## src/rtl/pll_supervisor_pkg.sv

```systemverilog
// Shared FSM state type, default timing constants and small helpers
// for the PLL lock supervisor.
package pll_supervisor_pkg;

    typedef enum logic [2:0] {
        ST_HOLD    = 3'd0,
        ST_SETTLE  = 3'd1,
        ST_MEASURE = 3'd2,
        ST_RUN     = 3'd3,
        ST_FAULT   = 3'd4
    } sup_state_t;

    localparam int DEF_RST_HOLD_CYC = 64;
    localparam int DEF_SETTLE_CYC   = 5000;
    localparam int DEF_WIN_CYC      = 1024;
    localparam int DEF_HB_MIN       = 60;
    localparam int DEF_HB_MAX       = 68;
    localparam int DEF_MAX_RETRY    = 3;

    localparam int EDGE_CNT_W = 8;
    localparam int RETRY_W    = 4;

    function automatic int max3(input int a, input int b, input int c);
        int m;
        m = (a > b) ? a : b;
        return (m > c) ? m : c;
    endfunction

    function automatic logic [EDGE_CNT_W-1:0] sat_add(input logic [EDGE_CNT_W-1:0] cnt,
                                                      input logic                  inc);
        return (inc && (cnt != '1)) ? cnt + EDGE_CNT_W'(1) : cnt;
    endfunction

endpackage

```

## src/rtl/hb_edge_sync.sv

```systemverilog
// Brings the asynchronous heartbeat into the refclk domain and flags
// every transition (rising and falling) as a single-cycle pulse.
module hb_edge_sync
    import pll_supervisor_pkg::*;
(
    input  logic i_clk,
    input  logic i_reset,
    input  logic i_hb,
    output logic o_edge
);

    // [0],[1] form the synchronizer; [2] is the delayed copy for edge detect
    logic [2:0] r_sync;

    always_ff @(posedge i_clk) begin
        if (i_reset) begin
            r_sync <= '0;
        end else begin
            r_sync <= {r_sync[1:0], i_hb};
        end
    end

    assign o_edge = r_sync[1] ^ r_sync[2];

endmodule

```

## src/rtl/pll_supervisor.sv

```systemverilog
// PLL reset sequencer and lock checker: holds the PLL in reset, lets it
// settle, then counts heartbeat edges per window to qualify the output clock.
//
// state   | meaning
// HOLD    | pll_rst asserted for RST_HOLD_CYC cycles
// SETTLE  | pll_rst released, heartbeat ignored for SETTLE_CYC cycles
// MEASURE | first qualification window
// RUN     | clock verified, windows repeat back-to-back
// FAULT   | retries exhausted, PLL kept in reset until reset
module pll_supervisor
    import pll_supervisor_pkg::*;
#(
    parameter int RST_HOLD_CYC = DEF_RST_HOLD_CYC,
    parameter int SETTLE_CYC   = DEF_SETTLE_CYC,
    parameter int WIN_CYC      = DEF_WIN_CYC,
    parameter int HB_MIN       = DEF_HB_MIN,
    parameter int HB_MAX       = DEF_HB_MAX,
    parameter int MAX_RETRY    = DEF_MAX_RETRY
) (
    input  logic                  refclk,
    input  logic                  reset,
    input  logic                  hb_in,
    output logic                  pll_rst,
    output logic                  clk_ok,
    output logic                  fault,
    output logic [RETRY_W-1:0]    retry_cnt,
    output logic [EDGE_CNT_W-1:0] last_count
);

    localparam int TMR_W = $clog2(max3(RST_HOLD_CYC, SETTLE_CYC, WIN_CYC) + 1);

    localparam logic [TMR_W-1:0]      HOLD_LOAD   = TMR_W'(RST_HOLD_CYC - 1);
    localparam logic [TMR_W-1:0]      HOLD_FIRST  = TMR_W'((RST_HOLD_CYC > 1) ? RST_HOLD_CYC - 2 : 0);
    localparam logic [TMR_W-1:0]      SETTLE_LOAD = TMR_W'(SETTLE_CYC - 1);
    localparam logic [TMR_W-1:0]      WIN_LOAD    = TMR_W'(WIN_CYC - 1);
    localparam logic [RETRY_W-1:0]    RETRY_LIM   = RETRY_W'(MAX_RETRY);
    localparam logic [EDGE_CNT_W-1:0] CNT_MIN     = EDGE_CNT_W'(HB_MIN);
    localparam logic [EDGE_CNT_W-1:0] CNT_MAX     = EDGE_CNT_W'(HB_MAX);

    sup_state_t            r_state;
    logic [TMR_W-1:0]      r_tmr;
    logic                  r_tmr_fresh;
    logic [EDGE_CNT_W-1:0] r_edge_cnt;

    logic                  w_edge;
    logic                  w_tmr_done;
    logic [EDGE_CNT_W-1:0] w_final_cnt;
    logic                  w_in_range;
    logic [RETRY_W-1:0]    w_retry_nxt;

    hb_edge_sync u_hb_edge_sync (
        .i_clk   (refclk),
        .i_reset (reset),
        .i_hb    (hb_in),
        .o_edge  (w_edge)
    );

    assign w_tmr_done  = (r_tmr == '0);
    assign w_final_cnt = sat_add(r_edge_cnt, w_edge);
    assign w_in_range  = (w_final_cnt >= CNT_MIN) && (w_final_cnt <= CNT_MAX);
    assign w_retry_nxt = (retry_cnt >= RETRY_LIM) ? retry_cnt : retry_cnt + RETRY_W'(1);

    always_ff @(posedge refclk) begin
        if (reset) begin
            r_state     <= ST_HOLD;
            r_tmr       <= '0;
            r_tmr_fresh <= 1'b1;
            r_edge_cnt  <= '0;
            pll_rst     <= 1'b1;
            clk_ok      <= 1'b0;
            fault       <= 1'b0;
            retry_cnt   <= '0;
            last_count  <= '0;
        end else begin
            r_tmr_fresh <= 1'b0;
            unique case (r_state)
                ST_HOLD: begin
                    // Reset leaves the timer at zero, so the first HOLD cycle
                    // after reset loads it with that cycle already spent.
                    if (r_tmr_fresh && (RST_HOLD_CYC > 1)) begin
                        r_tmr <= HOLD_FIRST;
                    end else if (w_tmr_done) begin
                        r_state <= ST_SETTLE;
                        r_tmr   <= SETTLE_LOAD;
                        pll_rst <= 1'b0;
                    end else begin
                        r_tmr <= r_tmr - TMR_W'(1);
                    end
                end

                ST_SETTLE: begin
                    if (w_tmr_done) begin
                        r_state    <= ST_MEASURE;
                        r_tmr      <= WIN_LOAD;
                        r_edge_cnt <= '0;
                    end else begin
                        r_tmr <= r_tmr - TMR_W'(1);
                    end
                end

                ST_MEASURE, ST_RUN: begin
                    if (w_tmr_done) begin
                        last_count <= w_final_cnt;
                        r_edge_cnt <= '0;
                        r_tmr      <= WIN_LOAD;
                        if (w_in_range) begin
                            r_state <= ST_RUN;
                            clk_ok  <= 1'b1;
                        end else begin
                            retry_cnt <= w_retry_nxt;
                            clk_ok    <= 1'b0;
                            pll_rst   <= 1'b1;
                            if (w_retry_nxt == RETRY_LIM) begin
                                r_state <= ST_FAULT;
                                fault   <= 1'b1;
                            end else begin
                                r_state <= ST_HOLD;
                                r_tmr   <= HOLD_LOAD;
                            end
                        end
                    end else begin
                        r_tmr      <= r_tmr - TMR_W'(1);
                        r_edge_cnt <= w_final_cnt;
                    end
                end

                ST_FAULT: begin
                    pll_rst <= 1'b1;
                    clk_ok  <= 1'b0;
                    fault   <= 1'b1;
                end

                default: begin
                    r_state <= ST_FAULT;
                    pll_rst <= 1'b1;
                    clk_ok  <= 1'b0;
                    fault   <= 1'b1;
                end
            endcase
        end
    end

endmodule
```

## config.mk

```make
export PLATFORM = sky130hd
export DESIGN_NAME = pll_supervisor
export DESIGN_NICKNAME = d
export VERILOG_FILES = /design/src/rtl/pll_supervisor_pkg.sv /design/src/rtl/hb_edge_sync.sv /design/src/rtl/pll_supervisor.sv
export SDC_FILE = /design/constraint.sdc
export NUM_CORES = 1
export LEC_CHECK = 0
export BUFFER_PORTS_ARGS = -buffer_cell sky130_fd_sc_hd__buf_2
export CAP_MARGIN = 0
export CORE_ASPECT_RATIO = 0.6
export CORE_MARGIN = 2
export CORE_UTILIZATION = 35
export DETAILED_ROUTE_END_ITERATION = 12
export SYNTH_ARGS = -nofsm -noshare
export SYNTH_HDL_FRONTEND = slang
export SYNTH_SLANG_ARGS = --single-unit
```

## constraint.sdc

```tcl
create_clock -name refclk -period 3.3 [get_ports refclk]
set_input_delay 0.33 -clock refclk [delete_from_list [all_inputs] [get_ports refclk]]
set_output_delay 0.33 -clock refclk [all_outputs]
set_load 0.005 [all_outputs]
```

* After elaboration in Yosys (flattened, before gate mapping)
Cells that the tools add are included.
Word-level totals: word-level logic and storage cells 80, ROM bits 0, bits in latches 0, output and inout port bits 15, flip-flop bits (word level) 43, memory bits (writable) 0, memories kept 0
Operators by class: order comparisons 3, equal/unequal tests 12, reductions and logical operators 15, add/subtract/negate cells 3, shift operators 0, divide/modulo/power cells 0, mux-type cells 32, bitwise gates (word level) 5, $mul 0
Operators by type and width (number):
- two-way mux 13 bit | 4
- case mux 13 bit (3 select lines) | 1
- two-way mux 8 bit | 3
- two-way mux 10 bit | 2
- two-way mux 3 bit | 6
- case mux 8 bit (2 select lines) | 1
- zero test 13 bit | 1
- subtractor 13 x 1 -> 13 bit, second input constant | 1
- != test 2 bit, second input constant | 6
- case mux 3 bit (4 select lines) | 1
- two-way mux 1 bit | 10
- AND reduction 5 bit | 2
- adder 8 x 1 -> 8 bit, second input constant | 1
- >= comparator 8 x 6 -> 1 bit, second input constant | 1
- less-or-equal comparator 8 x 7 -> 1 bit, second input constant | 1
- != test 8 bit, second input constant | 1
- == test 3 x 2 -> 1 bit, second input constant | 2
- AND reduction 2 bit | 3
- adder 4 x 1 -> 4 bit, second input constant | 1
- == test 4 x 2 -> 1 bit, second input constant | 1
- >= comparator 4 x 2 -> 1 bit, second input constant | 1
- two-way mux 4 bit | 1
- inverter 1 bit | 4
- case mux 1 bit (2 select lines) | 2
- 11 further kinds | 13

* Longest topological paths before layout
Gate-level depths: netlist of the first run.
depth in word-level cells 8, depth in mapped cells 11, mapped depth without buffers 9

* By module
Synthesis of the first run repeated with hierarchy kept, for this count alone.
Second synthesis, totals: cell total of the unflattened synthesis 279, area total of the unflattened synthesis 2311.0 um^2
By module, submodules not included:
- pll_supervisor | seq. area each 800.8 um^2, area each 2223.4 um^2, instances 1, cells an instance 272
- hb_edge_sync | seq. area each 60.1 um^2, area each 87.6 um^2, instances 1, cells an instance 7

* Worst setup path before layout of the first run
No wires, ideal clock.
path kind reg2reg, start point register r_edge_cnt[1], end point register retry_cnt[0], library setup time 0.123 ns, arrival time 2.186 ns, cell stages (with the launch flop) 10, path slack 0.990 ns, period minus slack after synthesis 2.310 ns, path through dfxtp_1 -> ha_1 -> buf_2 -> nand3_1 -> o21ai_2 -> a2bb2oi_1 -> nor4_2 -> nor2_2 -> nand3_1 -> mux2_1
On the way: cells in the longest elaborated chain, start to end 7
Ends and longest elaborated chain:
- start, declared | line pll_supervisor.sv:43 | logic [EDGE_CNT_W-1:0] r_edge_cnt;
- start signal, assigned | line pll_supervisor.sv:123 | r_edge_cnt <= w_final_cnt;
- branches (longest 2 deep; another with adder 8 x 1 -> 8 bit)
- two-way mux 8 bit * | line pll_supervisor_pkg.sv:31 | return (inc && (cnt != '1)) ? cnt + EDGE_CNT_W'(1) : cnt;
- >= comparator 8 x 6 -> 1 bit or less-or-equal comparator 8 x 7 -> 1 bit (tied branches) | line pll_supervisor.sv:60 | assign w_in_range = (w_final_cnt >= CNT_MIN) && (w_final_cnt <= CNT_MAX);
- logical AND 1 bit * | line pll_supervisor.sv:60
- inverter 1 bit (no line) *
- AND reduction 3 bit (no line) *
- end signal, assigned | line pll_supervisor.sv:110 | retry_cnt <= w_retry_nxt;
- end, declared | line pll_supervisor.sv:26 | output logic [RETRY_W-1:0] retry_cnt,
Mark *: on every way between the ends. A chain may end at the register's enable or synchronous reset.

* Worst setup path after layout of the first run
start point register r_edge_cnt[0], end point register r_tmr[8]
On the way: cells in the longest elaborated chain, start to end 8
Ends and longest elaborated chain:
- branches (longest 2 deep; another with adder 8 x 1 -> 8 bit)
- two-way mux 8 bit * | line pll_supervisor_pkg.sv:31
- >= comparator 8 x 6 -> 1 bit or less-or-equal comparator 8 x 7 -> 1 bit (tied branches) | line pll_supervisor.sv:60
- logical AND 1 bit * | line pll_supervisor.sv:60
- two-way mux 10 bit * | line pll_supervisor.sv:106 | if (w_in_range) begin
- two-way mux 13 bit * | line pll_supervisor.sv:102 | if (w_tmr_done) begin
- case mux 13 bit (3 select lines) * | line pll_supervisor.sv:76 | unique case (r_state)
- end signal, assigned | line pll_supervisor.sv:87 | r_tmr <= r_tmr - TMR_W'(1);
- end signal, assigned | line pll_supervisor.sv:97 | r_tmr <= r_tmr - TMR_W'(1);
- end signal, assigned | line pll_supervisor.sv:122 | r_tmr <= r_tmr - TMR_W'(1);
- end, declared | line pll_supervisor.sv:41 | logic [TMR_W-1:0] r_tmr;
Marks and branches as above.

==> flow_summary.yaml, run 1 <==
power_and_ir_drop:
  seqPwrFrac_pct: 41.8
  ir_drop_mv: 0.227
  swShare_pct: 23.1
  power_w: 0.00134
  switchingPower_w: 0.000308
  p_leak_nw: 0.991
  intPower_w: 0.00103
  power_density_mw_per_mm2: 488
  clkPwrFrac_pct: 47.5
  combPwrFrac_pct: 10.6
clocking:
  cts_hold_buf: 0
  cts_buffer_depth: 2
  cts_sinks: 43
  cts_setup_buffers: 0
  cts_tree: "yes"
  clock_latency_ns: 0.29
  path_clk_slew_ns: 0.06
  cts_resized: 0
  htreeDepth: 2
  cts_root_buffer: "clkbuf_16"
  cts_buffers: 5
worst_hold_path:
  hold_end: "u_hb_edge_sync.r_sync[0]"
  hold_depth: 2
  hp-start: "hb_in"
  min-delay-path-class: "primary input to register"
yosys:
  netlist_area_mm2: 0.00241
  avgSynthCellArea_um2: 7.91
  synth_seq_cells: 43
  netlist_top_cells_count: "dfxtp_1 (43), a21oi_1 (33), nor2_1 (32)"
  synth.most_common_cell: "dfxtp_1"
  synth_compound_area_share_pct: 23.0
  yosys_warnings: 0
  syn_inst: 305
  synthXorXnorAreaFrac_pct: 3.22
  synth_adder_area_share_pct: 2.07
  synth_cell_types: 56
  async_flop_share_pct: 0
  synth-edff-count: 0
  netlist_top_cells_area: "dfxtp_1 (36%), a21oi_1 (6.8%), nor2_1 (5.0%)"
  yosys.area.top_type: "dfxtp_1"
  syn_nets: 312
  synth_top_area_share_pct: 35.7
  synthSimpleGateAreaFrac_pct: 28.0
  yosysSeqAreaShare_pct: 35.7
  synth_top_family_by_area: "simple AND/OR/NAND/NOR gates"
  synthMuxAreaShare_pct: 2.59
  synth-main-ff-cell: "dfxtp_1"
setup_path:
  critPathLaunch: "r_edge_cnt[0]"
  worstPathMaxFanout: 11
  worst_r2r_endpoint: "r_tmr[8]"
  crit_path_max_incr_delay_ns: 0.47
  critPathSlowestCell: "dfxtp_1"
  worst_setup_path_end_kind: "register"
  crit_chain: "ha_1 -> nand3_1 -> o21ai_2 -> a2bb2oi_1 -> nor4_2 -> nor2_2 -> o221a_4 -> a211oi_2"
  worstPathArrival_ns: 3.04
  rr_startpoint: "r_edge_cnt[0]"
  startpoint_type: "register"
  reg2reg_depth: 8
  crit_type: "register to register"
  cp_data_required_time_ns: 3.50
  ff2ff_setup_slack_ns: 0.46
grt:
  grt_max_degree: 44
  grt_pass1_wl_mm: 9.93
  grt_pass1_vias: 1878
  grt_overflow: 0
  antenna_found_initial: 0
  track_usage_pct: 16.7
layout:
  drive_gt1_share_pct: 12.7
  antenna_cells: 0
  nets: 320
  fillers: 683
  final_cell_area_mm2: 0.00274
  final_cells: 401
  synthToLayoutAreaGrowth_pct: 13.4
detailed_routing:
  antenna_left: 0
  drc: 0
  wl_per_cell_um: 14.8
  drt_pass1_iterations: 5
  drt_iter0_drc: 278
  drt-vias-per-instance: 5.60
  finalWirelength_mm: 5.95
  vias: 2246
timing:
  max_slew_margin_pct: 37.1
  tns_ns: 0
  rsz0062_at_grt: "false"
  finalSetupViolations: 0
  finalMaxSlewViolations: 0
  hold_viol_final: 0
  timing.fmax_mhz: 353
  finClkSkew_ns: 0.00818
  worst_slack_ns: 0.464
  min_period_over_period_pct: 85.9
  fin_crit_ns: 2.84
  worst_pin_slew_ns: 0.937
die:
  core-area_mm2: 0.00668
  dieArea_mm2: 0.00759
  rows: 23
  die_w_um: 111
  initial_utilization_pct: 36.1
  die_y_um: 68.3
  io_pins: 18
placement:
  placed_cells: 393
  place_congestion: 0.997
  io_buffer_count: 17
  pre_cts_ws_ns: 0.509
  hpwl_mm: 4.30
  place_area_mm2: 0.00255
status:
  status: "complete, no violations"
job:
  drv_cap: 0
## cell families (layout without fill, tap and decap cells)
| logic type | after synthesis | in the layout |
|---|---|---|
| buf+inv | 31 | 40 |
| xor+xnor | 8 | 8 |
| compound gates | 83 | 83 |
| fa+ha+maj | 4 | 4 |
| mux | 6 | 6 |
| flops | 43 | 43 |
| simple gates | 130 | 130 |
## stage by stage
stage / hold slack [ns] / utilization (%)
after detailed placement: 0.428 / 38.1
after global routing: 0.285 / 41.0
after floorplan: 0.358 / -
final: 0.257 / 41.0
after CTS: 0.255 / 41.0
after global placement: 0.429 / 38.1
## power by group through the flow
| stage | Combinational [W] | Clock [W] | Sequential [W] |
|---|---|---|---|
| final | 0.000142 | 0.000634 | 0.000559 |
| after global routing | 0.000163 | 0.000673 | 0.000561 |
| after CTS | 0.000141 | 0.000650 | 0.000558 |
| after detailed placement | 0.000141 | 0 | 0.000569 |
| after global placement | 0.000138 | 0 | 0.000569 |
| after floorplan | 0.000113 | 0 | 0.000565 |
## layout by cell type (no fill, tap or decap), types with 7 or more instances in the layout
master,count
a21oi_1,33
buf_2,17
dfxtp_1,43
inv_1,10
nand2_1,27
nand3_1,10
nand4_1,7
nor2_1,32
nor2b_1,7
nor3_1,11
o21ai_0,11
## worst max path at each step
| stage | to | cells past startpoint |
|---|---|---|
| 6_report | r_tmr[8] | 8 |
| 5_1_grt | r_tmr[8] | 8 |
| 4_1_cts | r_tmr[8] | 8 |
| 3_5_place_dp | r_tmr[8] | 8 |
| 3_3_place_gp | r_tmr[8] | 8 |
| 2_1_floorplan | retry_cnt[0] | 9 |
## final cells by class
cell class / instances / area, um^2 / area share, %
multi-input cells: 231 / 1420 / 51.9
flip-flops and latches: 43 / 861 / 31.5
clock buffers: 6 / 129 / 4.71
repair buffers: 21 / 115 / 4.21
well taps: 87 / 109 / 3.98
clock inverters: 2 / 60.1 / 2.20
inverters: 11 / 41.3 / 1.51
## critical path, delay by kind of cell (launching register included)
| family | cells | cell delay [ns] |
|---|---|---|
| DFF | 1 | 0.47 |
| and+or+nand+nor | 3 | 0.76 |
| adders and majority gates | 1 | 0.46 |
| AOI/OAI and AO/OA | 4 | 1.06 |
## state kept, by name, summed over array words and instances, names as in the netlist, named ones only
name,flops
clk_ok,1
fault,1
last_count,8
pll_rst,1
r_edge_cnt,8
r_state,3
r_tmr,13
r_tmr_fresh,1
retry_cnt,2
u_hb_edge_sync.r_sync,3
## per-layer routing
metal	GRT usage (%)	share of wire, %	wire length (um)
met1	27.7	54	3230
met4	4.17	0.84	50
met3	3.99	10	606
met5	0	0	0
met2	20.1	35	2070
Note: power is estimated with default switching activity, not from simulation.
==> run 2, diff against run 1 <==
REMOVE_ABC_BUFFERS = 1   (was unset)
==> flow_summary.yaml, run 2 (synthesis gave the netlist of run 1 again) <==
layout:
  drive_gt1_share_pct: 13.9
  final_cell_area_mm2: 0.00274
  antenna_cells: 0
  final_common_cell: "dfxtp_1"
  final_cells: 404
  largest_reg_flops: 13
  largest-register: "r_tmr"
  nets: 323
  final_cell_mix: "dfxtp_1 (43), a21oi_1 (33), nor2_1 (32)"
  synthToLayoutAreaGrowth_pct: 13.7
  biggestRegsByFlops: "r_tmr x13, last_count x8, r_edge_cnt x8"
timing:
  finalMaxSlewViolations: 0
  worst_pin_slew_ns: 0.808
  hold_viol_final: 0
  finClkSkew_ns: 0.00682
  rsz0062_at_grt: "false"
  tns_ns: 0
  min_period_over_period_pct: 87.9
  fin_crit_ns: 2.90
  finalSetupViolations: 0
  timing.fmax_mhz: 345
  max_slew_margin_pct: 46.1
worst_hold_path:
  min-delay-path-class: "primary input to register"
setup_path:
  startpoint_type: "register"
  worst_setup_path_end_kind: "register"
  worstPathArrival_ns: 3.11
  crit_type: "register to register"
  cp_data_required_time_ns: 3.51
  worstPathMaxFanout: 11
placement:
  hpwl_mm: 4.32
  place_congestion: 0.922
  place_area_mm2: 0.00257
  io_buffer_count: 17
  placed_cells: 396
die:
  core-area_mm2: 0.00668
  die_w_um: 111
  rows: 23
  initial_utilization_pct: 36.1
  die_y_um: 68.3
  io_pins: 18
  dieArea_mm2: 0.00759
detailed_routing:
  vias: 2185
  antenna_left: 0
  drt_iter0_drc: 177
  drc: 0
  finalWirelength_mm: 6.07
  drt_pass1_iterations: 5
  drt-vias-per-instance: 5.41
  wl_per_cell_um: 15.0
power_and_ir_drop:
  ir_drop_mv: 0.193
  p_leak_nw: 1.00
  power_density_mw_per_mm2: 471
clocking:
  cts_sinks: 43
  cts_setup_buffers: 0
  cts_resized: 0
  path_clk_slew_ns: 0.06
  cts_buffers: 5
  cts_hold_buf: 0
  clock_latency_ns: 0.29
  cts_root_buffer: "clkbuf_16"
  cts_buffer_depth: 2
  cts_tree: "yes"
  htreeDepth: 2
grt:
  track_usage_pct: 16.4
  grt_pass1_wl_mm: 9.82
  grt_overflow: 0
  antenna_found_initial: 0
  grt_pass1_vias: 1853
  grt_max_degree: 44
job:
  drv_cap: 0
status:
  status: "complete, no violations"
-- run 2: cell types whose count changed in the layout (fill, tap and decap cells not counted) --
| cell | previous run | this run |
|---|---|---|
| buf_4 | 4 | 7 |
| bufinv_16 | 2 | 1 |
| clkbuf_1 | 1 | 0 |
| clkbuf_8 | 0 | 1 |
| clkinv_2 | 0 | 1 |
-- run 2: worst paths after layout --
kind	from	end	slack (ns)	depth (start not counted)
worst min-delay path	hb_in	u_hb_edge_sync.r_sync[0]	0.26	2
worst min register to register	u_hb_edge_sync.r_sync[0]	u_hb_edge_sync.r_sync[1]	0.43	1
worst max-delay path	r_edge_cnt[0]	r_tmr[9]	0.40	8
worst max register to register	r_edge_cnt[0]	r_tmr[9]	0.40	8
-- run 2: metal layers --
layer  up-vias  track usage [%]  wire length (um)  part of all wire [%]
li1       1123                -                 -                     -
met1       983             26.1              3390                    56
met2        72             20.7              2160                    36
met3         7             4.16               464                   7.6
met4         0             4.78                60                  0.99
met5         -                0                 0                     0
-- run 2: layout make-up --
class / instances / area, um^2
Clock buffer: 6 / 139
Sequential cell: 43 / 861
Clock inverter: 2 / 35.0
Inverter: 11 / 41.3
Tap cell: 87 / 109
Timing Repair Buffer: 24 / 138
Multi-Input combinational cell: 231 / 1420
Fill cell: 694 / 3930
-- run 2: worst max-delay path, cell delays in order, from the launching register on --
cell and delay, ns:
dfxtp_1 0.48, ha_1 0.48, nand3_1 0.31, o21ai_2 0.40, o311ai_1 0.13, a222oi_1 0.34
nor2_2 0.16, o221a_4 0.31, a211oi_2 0.21
-- run 2: power by group --
part           total, W  internal, W  switching (W)
clock          0.000584     0.000376       0.000208
sequential     0.000559     0.000538      0.0000209
combinational  0.000148    0.0000600      0.0000883
total           0.00129     0.000974       0.000317
-- run 2: per-stage QoR --
stage	total power, W	setup slack, ns	hold WS [ns]	utilization [%]
final	0.00129	0.399	0.256	41.1
after global routing	0.00135	0.138	0.276	41.1
after CTS	0.00131	0.477	0.248	41.1
after detailed placement	0.000716	0.485	0.422	38.5
after global placement	0.000714	0.619	0.415	38.5
after floorplan	0.000669	0.903	0.358	-
==> run 3, diff against run 2 <==
SYNTH_HIERARCHICAL = 1   (was unset)
==> flow_summary.yaml, run 3 <==
power_and_ir_drop:
  ir_drop_mv: 0.173
  p_leak_nw: 0.974
  power_density_mw_per_mm2: 453
layout:
  fillers: 634
  biggestRegsByFlops: "r_tmr x13, last_count x8, r_edge_cnt x8"
  largest_reg_flops: 13
  drive_gt1_share_pct: 14.5
  synthToLayoutAreaGrowth_pct: 10.4
  antenna_cells: 0
  largest-register: "r_tmr"
  nets: 295
  final_common_cell: "dfxtp_1"
  final_cell_mix: "dfxtp_1 (43), nor2_1 (29), nand2_1 (22)"
timing:
  finalMaxSlewViolations: 0
  worst_pin_slew_ns: 0.665
  tns_ns: 0
  min_period_over_period_pct: 83.6
  worst_slack_ns: 0.542
  fin_crit_ns: 2.76
  hold_viol_final: 0
  finalSetupViolations: 0
  rsz0062_at_grt: "false"
  finClkSkew_ns: 0.00625
  max_slew_margin_pct: 55.2
  timing.fmax_mhz: 363
clocking:
  cts_root_buffer: "clkbuf_8"
  cts_sinks: 43
  cts_tree: "yes"
  htreeDepth: 2
  cts_hold_buf: 0
  cts_resized: 0
  clock_latency_ns: 0.30
  cts_setup_buffers: 0
  cts_buffers: 5
  path_clk_slew_ns: 0.08
  cts_buffer_depth: 2
detailed_routing:
  drt-vias-per-instance: 5.50
  drt_pass1_iterations: 4
  drt_iter0_drc: 144
  wl_per_cell_um: 15.0
  drc: 0
  antenna_left: 0
  vias: 2053
  finalWirelength_mm: 5.61
grt:
  antenna_found_initial: 0
  track_usage_pct: 16.2
  grt_overflow: 0
  grt_max_degree: 32
  grt_pass1_vias: 1762
  grt_pass1_wl_mm: 9.06
placement:
  pre_cts_ws_ns: 0.561
  hpwl_mm: 3.93
  place_congestion: 0.848
  io_buffer_count: 17
yosys:
  synth_cell_types: 58
  synth_seq_cells: 43
  netlist_top_cells_area: "dfxtp_1 (37%), nor2_1 (4.7%), a21oi_1 (4.5%)"
  syn_inst: 279
  yosysSeqAreaShare_pct: 37.2
  synth.most_common_cell: "dfxtp_1"
  synth_top_area_share_pct: 37.2
  synth-main-ff-cell: "dfxtp_1"
  avgSynthCellArea_um2: 8.28
  yosys.area.top_type: "dfxtp_1"
  async_flop_share_pct: 0
  netlist_area_mm2: 0.00231
  synth-edff-count: 0
  yosys_warnings: 6
  netlist_top_cells_count: "dfxtp_1 (43), nor2_1 (29), nand2_1 (22)"
die:
  die_y_um: 66.9
  initial_utilization_pct: 37.0
  rows: 22
  core-area_mm2: 0.00625
  dieArea_mm2: 0.00729
  die_w_um: 109
  io_pins: 18
setup_path:
  critPathSlowestCell: "xor2_1"
  reg2reg_depth: 7
  path_buf_inv: 0
  worst_setup_path_end_kind: "register"
  crit_chain: "xor2_1 -> and4_4 -> o2111ai_2 -> xnor2_1 -> and4b_1 -> nor3_2 -> mux2_4"
  crit_type: "register to register"
  cp_data_required_time_ns: 3.49
  worstPathArrival_ns: 2.95
  path_delay_family: "XOR/XNOR gates"
  startpoint_type: "register"
  worstPathMaxFanout: 9
  crit_path_max_incr_delay_ns: 0.53
  path_depth: 7
job:
  drv_cap: 0
worst_hold_path:
  hold_depth: 2
  min-delay-path-class: "primary input to register"
status:
  status: "complete, no violations"
-- run 3: cell count changes after synthesis, sizes merged, moves of 4 or more --
| cell | previous run | this run |
|---|---|---|
| a21oi | 33 | 21 |
| a211oi | 7 | 2 |
| nand2b | 6 | 1 |
| o21ai | 12 | 16 |
| and4 | 2 | 6 |
| a31oi | 4 | 8 |
| nand4 | 7 | 2 |
| nand2 | 27 | 22 |
| nor4 | 8 | 3 |
-- run 3: final timing paths --
check	endpoint	slack [ns]	start
worst max-delay path	retry_cnt[0]	0.54	u_hb_edge_sync/r_sync[1]
worst max register to register	retry_cnt[0]	0.54	u_hb_edge_sync/r_sync[1]
worst min-delay path	u_hb_edge_sync/r_sync[0]	0.24	hb_in
worst min register to register	u_hb_edge_sync/r_sync[1]	0.46	u_hb_edge_sync/r_sync[0]
-- run 3: through the flow --
stage               hold WS, ns  area [um^2]  instances  total power [W]  utilization (%)
finish                    0.241         2550        373          0.00116             40.8
global route              0.233         2550        373          0.00121             40.8
CTS                       0.236         2550        373          0.00117             40.8
detailed placement        0.445         2430        365         0.000733             39.0
global placement          0.451         2430        365         0.000730             39.0
floorplan                 0.358         2230        262         0.000687                -
-- run 3: report_power, final --
group | total [W] | internal [W] | switching, W
clock | 0.000432 | 0.000245 | 0.000187
sequential | 0.000569 | 0.000541 | 0.0000273
combinational | 0.000155 | 0.0000612 | 0.0000942
-- run 3: cell families after synthesis --
kind of cell    Yosys count  share of synthesized area, %
xor+xnor                  7                          2.65
fa+ha+maj                 4                          2.17
buf+inv                  26                          4.98
simple gates            113                          26.2
compound gates           77                          22.6
mux                       9                          4.17
flops                    43                          37.2
-- run 3: layout make-up --
type / count / area, um^2 / area share [%]
inverter: 9 / 33.8 / 1.32
sequential: 43 / 861 / 33.7
clock inverter: 2 / 35.0 / 1.37
tap: 84 / 105 / 4.12
timing repair buffer: 19 / 100 / 3.92
multi-input combinational: 210 / 1340 / 52.3
clock buffer: 6 / 82.6 / 3.24
-- run 3: per-layer routing --
layer / track usage, % / vias up / part of all wire (%) / wire length, um
met5: 0 / - / 0 / 0
met4: 4.97 / 0 / 0.75 / 42
met2: 21.9 / 65 / 38 / 2150
li1: - / 1036 / - / -
met3: 3.62 / 5 / 6.6 / 373
met1: 24.9 / 947 / 54 / 3040
